<file path="config.mk">
export PLATFORM = sky130hd
export DESIGN_NAME = rv32i_lsu
export DESIGN_NICKNAME = d
export VERILOG_FILES = /design/src/rtl/be_pkg.sv /design/src/rtl/rv32i_load_extend.sv /design/src/rtl/rv32i_lsu.sv
export SDC_FILE = /design/constraint.sdc
export NUM_CORES = 1
export LEC_CHECK = 0
export CORE_AREA = 8 8 116 171
export CTS_CLUSTER_DIAMETER = 100
export DETAILED_ROUTE_END_ITERATION = 8
export DIE_AREA = 0 0 124 179
export PLACE_DENSITY = 0.69
export SETUP_SLACK_MARGIN = 0.15
export SYNTH_ARGS = -nofsm -noshare
export SYNTH_HDL_FRONTEND = slang
export SYNTH_HIERARCHICAL = 1
export SYNTH_SLANG_ARGS = --single-unit
</file>
<file path="constraint.sdc">
create_clock -name clk -period 2.75 [get_ports clk]
set_input_delay 0.55 -clock clk [delete_from_list [all_inputs] [get_ports clk]]
set_output_delay 0.55 -clock clk [all_outputs]
set_load 0.01 [all_outputs]
</file>
<file path="src/rtl/be_pkg.sv">
// Shared types for the RV32I load/store unit: operand and mnemonic types,
// FSM state encoding, access sizes, byte-enable constants and decode helpers.
package be_pkg;

    typedef logic [31:0] RV32I_OPERAND_t;

    typedef enum logic [5:0] {
        LUI, AUIPC, JAL, JALR,
        BEQ, BNE, BLT, BGE, BLTU, BGEU,
        LB, LH, LW, LBU, LHU,
        SB, SH, SW,
        ADDI, SLTI, SLTIU, XORI, ORI, ANDI, SLLI, SRLI, SRAI,
        ADD, SUB, SLL, SLT, SLTU, XOR, SRL, SRA, OR, AND,
        FENCE, ECALL, EBREAK
    } RV32I_INSTRUCTION_MNEMONIC_t;

    typedef enum logic [1:0] {
        IDLE = 2'd0,
        REQ  = 2'd1,
        WAIT = 2'd2,
        DONE = 2'd3
    } lsu_state_t;

    typedef enum logic [1:0] {
        SZ_BYTE = 2'd0,
        SZ_HALF = 2'd1,
        SZ_WORD = 2'd2
    } mem_size_t;

    localparam logic [3:0] BE_BYTE = 4'b0001;
    localparam logic [3:0] BE_HALF = 4'b0011;
    localparam logic [3:0] BE_WORD = 4'b1111;

    function automatic logic is_mem_op(input RV32I_INSTRUCTION_MNEMONIC_t mn);
        return mn inside {LB, LH, LW, LBU, LHU, SB, SH, SW};
    endfunction

    function automatic logic is_load_op(input RV32I_INSTRUCTION_MNEMONIC_t mn);
        return mn inside {LB, LH, LW, LBU, LHU};
    endfunction

    function automatic logic is_unsigned_load(input RV32I_INSTRUCTION_MNEMONIC_t mn);
        return mn inside {LBU, LHU};
    endfunction

    function automatic mem_size_t mem_size(input RV32I_INSTRUCTION_MNEMONIC_t mn);
        case (mn)
            LB, LBU, SB: return SZ_BYTE;
            LH, LHU, SH: return SZ_HALF;
            default:     return SZ_WORD;
        endcase
    endfunction

    function automatic logic is_aligned(input mem_size_t size, input logic [1:0] offset);
        case (size)
            SZ_HALF: return ~offset[0];
            SZ_WORD: return (offset == 2'b00);
            default: return 1'b1;
        endcase
    endfunction

endpackage

</file>
<file path="src/rtl/rv32i_load_extend.sv">
// Picks the addressed byte/halfword lane out of a read word and sign- or
// zero-extends it to a full operand.
module rv32i_load_extend
    import be_pkg::*;
(
    input  logic [31:0]    rdata,
    input  mem_size_t      size,
    input  logic           is_unsigned,
    input  logic [1:0]     offset,
    output RV32I_OPERAND_t data
);

    logic [7:0]  byte_lane;
    logic [15:0] half_lane;

    always_comb begin
        byte_lane = rdata[7:0];
        case (offset)
            2'd1:    byte_lane = rdata[15:8];
            2'd2:    byte_lane = rdata[23:16];
            2'd3:    byte_lane = rdata[31:24];
            default: byte_lane = rdata[7:0];
        endcase
        half_lane = offset[1] ? rdata[31:16] : rdata[15:0];

        case (size)
            SZ_BYTE: data = {{24{~is_unsigned & byte_lane[7]}}, byte_lane};
            SZ_HALF: data = {{16{~is_unsigned & half_lane[15]}}, half_lane};
            default: data = rdata;
        endcase
    end

endmodule

</file>
<file path="src/rtl/rv32i_lsu.sv">
// RV32I load/store unit: decodes a memory instruction, runs one bus access
// with a timeout, and returns the extended load result for write-back.
module rv32i_lsu
    import be_pkg::*;
#(
    parameter int unsigned TIMEOUT_CYCLES = 255
)
(
    input  logic                        clk,
    input  logic                        rst_n,
    input  logic                        valid_i,
    input  RV32I_INSTRUCTION_MNEMONIC_t mnemonic,
    input  RV32I_OPERAND_t              addr,
    input  RV32I_OPERAND_t              store_data,
    output logic                        stall_o,
    output RV32I_OPERAND_t              load_data_o,
    output logic                        done_o,
    output logic                        misaligned_o,
    output logic                        bus_err_o,
    output logic                        mem_req,
    output logic                        mem_we,
    output logic [3:0]                  mem_be,
    output logic [31:0]                 mem_addr,
    output logic [31:0]                 mem_wdata,
    input  logic                        mem_gnt,
    input  logic                        mem_rvalid,
    input  logic [31:0]                 mem_rdata,
    output lsu_state_t                  state_o
);

    localparam int unsigned CNT_W = $clog2(TIMEOUT_CYCLES + 1);

    lsu_state_t     state;
    logic [CNT_W-1:0] cnt;
    logic [CNT_W-1:0] cnt_nxt;
    logic           timeout;

    mem_size_t      op_size;
    logic           op_unsigned;
    logic [1:0]     op_offset;
    logic           op_load;

    logic           mem_op;
    logic           ld_op;
    mem_size_t      size_in;
    logic           aligned;
    logic           launch;
    logic [3:0]     be_nxt;
    logic [31:0]    wdata_nxt;
    RV32I_OPERAND_t ext_data;

    // Instruction inputs only matter while IDLE; afterwards the op_* copies drive the access.
    always_comb begin
        mem_op       = is_mem_op(mnemonic);
        ld_op        = is_load_op(mnemonic);
        size_in      = mem_size(mnemonic);
        aligned      = is_aligned(size_in, addr[1:0]);
        launch       = (state == IDLE) && valid_i && mem_op && aligned;
        misaligned_o = (state == IDLE) && valid_i && mem_op && !aligned;
        stall_o      = launch || (state == REQ) || (state == WAIT);
        cnt_nxt      = cnt + CNT_W'(1);
        timeout      = (cnt_nxt == CNT_W'(TIMEOUT_CYCLES));
    end

    always_comb begin
        be_nxt    = BE_WORD;
        wdata_nxt = '0;
        if (!ld_op) begin
            case (size_in)
                SZ_BYTE: begin
                    be_nxt    = BE_BYTE << addr[1:0];
                    wdata_nxt = {4{store_data[7:0]}};
                end
                SZ_HALF: begin
                    be_nxt    = BE_HALF << addr[1:0];
                    wdata_nxt = {2{store_data[15:0]}};
                end
                default: begin
                    be_nxt    = BE_WORD;
                    wdata_nxt = store_data;
                end
            endcase
        end
    end

    rv32i_load_extend u_load_extend (
        .rdata       (mem_rdata),
        .size        (op_size),
        .is_unsigned (op_unsigned),
        .offset      (op_offset),
        .data        (ext_data)
    );

    // Bus handshake: mem_req rises with every field already valid and all of them
    // stay frozen until the cycle mem_gnt is seen in REQ; mem_rvalid counts only in WAIT.
    always_ff @(posedge clk or negedge rst_n) begin
        if (!rst_n) begin
            state       <= IDLE;
            cnt         <= '0;
            mem_req     <= 1'b0;
            mem_we      <= 1'b0;
            mem_be      <= '0;
            mem_addr    <= '0;
            mem_wdata   <= '0;
            load_data_o <= '0;
            done_o      <= 1'b0;
            bus_err_o   <= 1'b0;
            op_size     <= SZ_BYTE;
            op_unsigned <= 1'b0;
            op_offset   <= '0;
            op_load     <= 1'b0;
        end else begin
            done_o    <= 1'b0;
            bus_err_o <= 1'b0;
            case (state)
                IDLE: begin
                    if (launch) begin
                        state       <= REQ;
                        cnt         <= '0;
                        mem_req     <= 1'b1;
                        mem_we      <= ~ld_op;
                        mem_be      <= be_nxt;
                        mem_addr    <= {addr[31:2], 2'b00};
                        mem_wdata   <= wdata_nxt;
                        op_size     <= size_in;
                        op_unsigned <= is_unsigned_load(mnemonic);
                        op_offset   <= addr[1:0];
                        op_load     <= ld_op;
                    end
                end
                REQ: begin
                    cnt <= cnt_nxt;
                    if (mem_gnt) begin
                        mem_req <= 1'b0;
                        if (op_load) begin
                            state <= WAIT;
                        end else begin
                            state  <= DONE;
                            done_o <= 1'b1;
                        end
                    end else if (timeout) begin
                        state       <= DONE;
                        mem_req     <= 1'b0;
                        done_o      <= 1'b1;
                        bus_err_o   <= 1'b1;
                        load_data_o <= '0;
                    end
                end
                WAIT: begin
                    cnt <= cnt_nxt;
                    if (mem_rvalid) begin
                        state       <= DONE;
                        done_o      <= 1'b1;
                        load_data_o <= ext_data;
                    end else if (timeout) begin
                        state       <= DONE;
                        done_o      <= 1'b1;
                        bus_err_o   <= 1'b1;
                        load_data_o <= '0;
                    end
                end
                default: begin
                    state <= IDLE;
                end
            endcase
        end
    end

    assign state_o = state;

endmodule

</file>
==> results.ini <==
[run_status]
outcome=finished, final reports clean

[power]
leakagePower_nw=4.19
p_switching_mw=3.52
p_per_area_mw_per_mm2=995
comb_power_share_pct=46.3
clkPwrFrac_pct=23.9
power_mw=10.0
vdd_drop_max_mv=0.528
power_frac_seq_pct=29.8
p_sw_share_pct=35.1
intPower_mw=6.50

[setup_path]
reg2regPathDepth=7
end_kind=output pin
cp_max_fo=4
crit_required_ps=2200
cp_data_arrival_time_ps=1970
r2r_start=cnt[0]$_DFFE_PN0P_
worst_setup_path_start_kind=input port
reg2reg_slack_ps=400
r2r-end=load_data_o[2]$_DFFE_PN0P_
criticalPathCategory=in -> out

[drt]
wl_per_cell_um=20.4
routed_wl_um=23100
drt-vias-per-instance=5.63
drc=0
num_vias=6362
first_pass_iters=5
postRouteAntennaNets=0
drt_iter0_markers=483

[yosys]
synth.distinct_cells=67
ys_ff_latch=118
yosysSeqAreaShare_pct=43.3
synth_edf_count=0
yosys_most_used_dff=dfrtp_1
post_synth.cell_area_avg_um2=9.97
syn_inst=684
yosysWarnings=6
synthesis.area_mm2=0.00682
async_flop_share_pct=100

[cts]
numCtsBuffers=17
tritoncts=yes
h-tree-depth=4
insertion_delay_ps=420
cts_buffer_depth=2
clock-sinks=118
clkTransAtPathRegs_ps=50
cts-root-buf=clkbuf_16
ctsHoldBuffers=0

[die]
num_rows=59
initial_core_util_pct=39.5
dieArea_mm2=0.0222
ioPinCount=215
die_h_um=179
die_w_um=124
core_area_mm2=0.0173

[global_route]
grtUsageMet2_pct=35.8
grt-busiest-layer=met2
grt_pass1_vias=6524
use_met1_pct=23.2
antenna_found_initial=1
grtUsageTotal_pct=20.8
use_met3_pct=5.67
grt_pass1_wl_um=36000
grt-ovfl-total=0
grt_max_degree=119

[sta]
min_period_ps=2520
worst-slew-pin-transition_ps=1060
finalHoldViolations=0
finalCritPeriodShare_pct=91.6
clock_skew_ps=11.4
timing.final.ws_setup_ps=230
setup_viol=0
rsz0062_at_grt=no
timing.slew.headroom_pct=29.1
max_freq_mhz=397
tns_ps=0
slew_violations=0

[worst_hold_path]
worstHoldPathType=in -> async

[finish]
area_growth_pct=47.8
final_nets=1019
drive_above_1_share_pct=18.6
nFillCells=1493
finalNonFillerCells=1131

[place]
pre_cts_ws_ps=-538
portBuffers=212
dp_hpwl_um=16200
dp_cells=1091
place_congestion=0.832

[job]
maxCapViolations=0

-- placed cells by master, fill, tap and decap left out, types with 12 or more instances in the layout --
| cell type | instances |
|---|---|
| inv_1 | 42 |
| clkbuf_16 | 17 |
| o211ai_1 | 12 |
| dfrtp_1 | 118 |
| buf_4 | 47 |
| a22oi_1 | 32 |
| nor2b_1 | 20 |
| o31ai_1 | 61 |
| mux2_2 | 37 |
| clkdlybuf4s50_1 | 204 |
| o21ai_0 | 55 |
| nand2_1 | 44 |
| nor2_1 | 37 |
-- metrics by stage --
stage          utilization [%]  instance area, um2  hold slack, ps
2_1_floorplan                -                6820             254
3_3_place_gp              53.7                9280             469
3_5_place_dp              53.7                9280             473
4_1_cts                   57.9               10000             256
5_1_grt                   58.3               10100             229
6_report                  58.3               10100             174
-- power by group through the flow --
stage / clock network [mW] / logic, mW / registers [mW]
3_3_place_gp: 0 / 4.59 / 2.97
6_report: 2.39 / 4.65 / 2.99
4_1_cts: 2.44 / 4.68 / 2.98
2_1_floorplan: 0 / 2.21 / 3.18
5_1_grt: 2.52 / 5.04 / 3.09
3_5_place_dp: 0 / 4.65 / 3.00
-- repair_timing --
action	in CTS	in global routing
resized for setup	29	12
pin swaps	5	5
endpoints found under the setup margin	4	18
setup buffers	8	1
-- synthesized netlist by cell type, types with 3 or more instances --
cell / count / area, um2
and3_1: 3 / 18.8
nor3_1: 4 / 20.0
o221ai_1: 19 / 166
nand2_1: 44 / 165
a21oi_1: 13 / 65.1
o211ai_1: 12 / 90.1
or3_1: 4 / 25.0
ha_1: 6 / 75.1
nor2b_1: 20 / 125
mux4_2: 7 / 158
o21ai_1: 3 / 15.0
nand3b_1: 7 / 52.6
a211oi_1: 9 / 67.6
buf_6: 13 / 146
buf_2: 13 / 65.1
nand3_1: 7 / 35.0
dfrtp_1: 118 / 2950
mux2_2: 37 / 417
nand2b_1: 5 / 31.3
and2_1: 4 / 25.0
mux2i_1: 10 / 100
clkbuf_1: 32 / 120
buf_4: 4 / 30.0
inv_1: 42 / 158
o22ai_1: 7 / 43.8
nor2_1: 38 / 143
o31ai_1: 61 / 458
a22oi_1: 32 / 240
o21ai_0: 55 / 275
o211ai_2: 10 / 125
-- worst max-delay path, stage by stage --
cell and delay (ps):
clkdlybuf4s15_1 170, or4b_4 520, o22ai_4 220, a211oi_4 80
or2_1 230, nand2_1 60, buf_2 130
-- logic make-up (layout without fill, tap and decap cells) --
logic type / Yosys count / count (layout) / share of synthesized area, %
adders and majority gates: 6 / 6 / 1.10
buffers and inverters: 105 / 337 / 7.67
AOI/OAI and AO/OA: 248 / 248 / 26.5
other: 1 / 3 / 0.0550
DFF: 118 / 118 / 43.3
xor gates and xnor gates: 2 / 2 / 0.257
muxes: 55 / 55 / 10.1
and+or+nand+nor: 149 / 149 / 11.0
-- worst max-delay path by stage --
stage,from,endpoint,depth (start not counted)
floorplan,mnemonic[0],stall_o,8
finish,mnemonic[4],stall_o,7
detailed placement,mnemonic[1],stall_o,7
global route,mnemonic[4],stall_o,7
CTS,mnemonic[2],stall_o,7
global placement,mnemonic[1],stall_o,7
-- metal layers --
metal  up-vias  routed length [um]
met5         -                   0
met4         0                 712
li1       2989                   -
met3        40                1420
met1      3114                8670
met2       219               12300
-- sequential cells by signal, indices dropped and copies added (netlist names) --
register     cells
bus_err_o        1
done_o           1
op_load          1
mem_req          1
op_offset        2
mem_we           1
state_o          2
mem_wdata       32
op_unsigned      1
cnt              8
load_data_o     32
op_size          2
mem_be           4
mem_addr        30
-- cell type report --
cell class / count / area, um2 / share of cell area (%)
flip-flops and latches: 118 / 2950 / 29.3
clock inverters: 7 / 144 / 1.43
inverters: 42 / 158 / 1.57
well taps: 213 / 267 / 2.65
clock buffers: 23 / 488 / 4.84
multi-input cells: 462 / 3480 / 34.5
diodes: 1 / 2.50 / 0.0248
repair buffers: 265 / 2580 / 25.6
(Power assumes the default switching activity.)
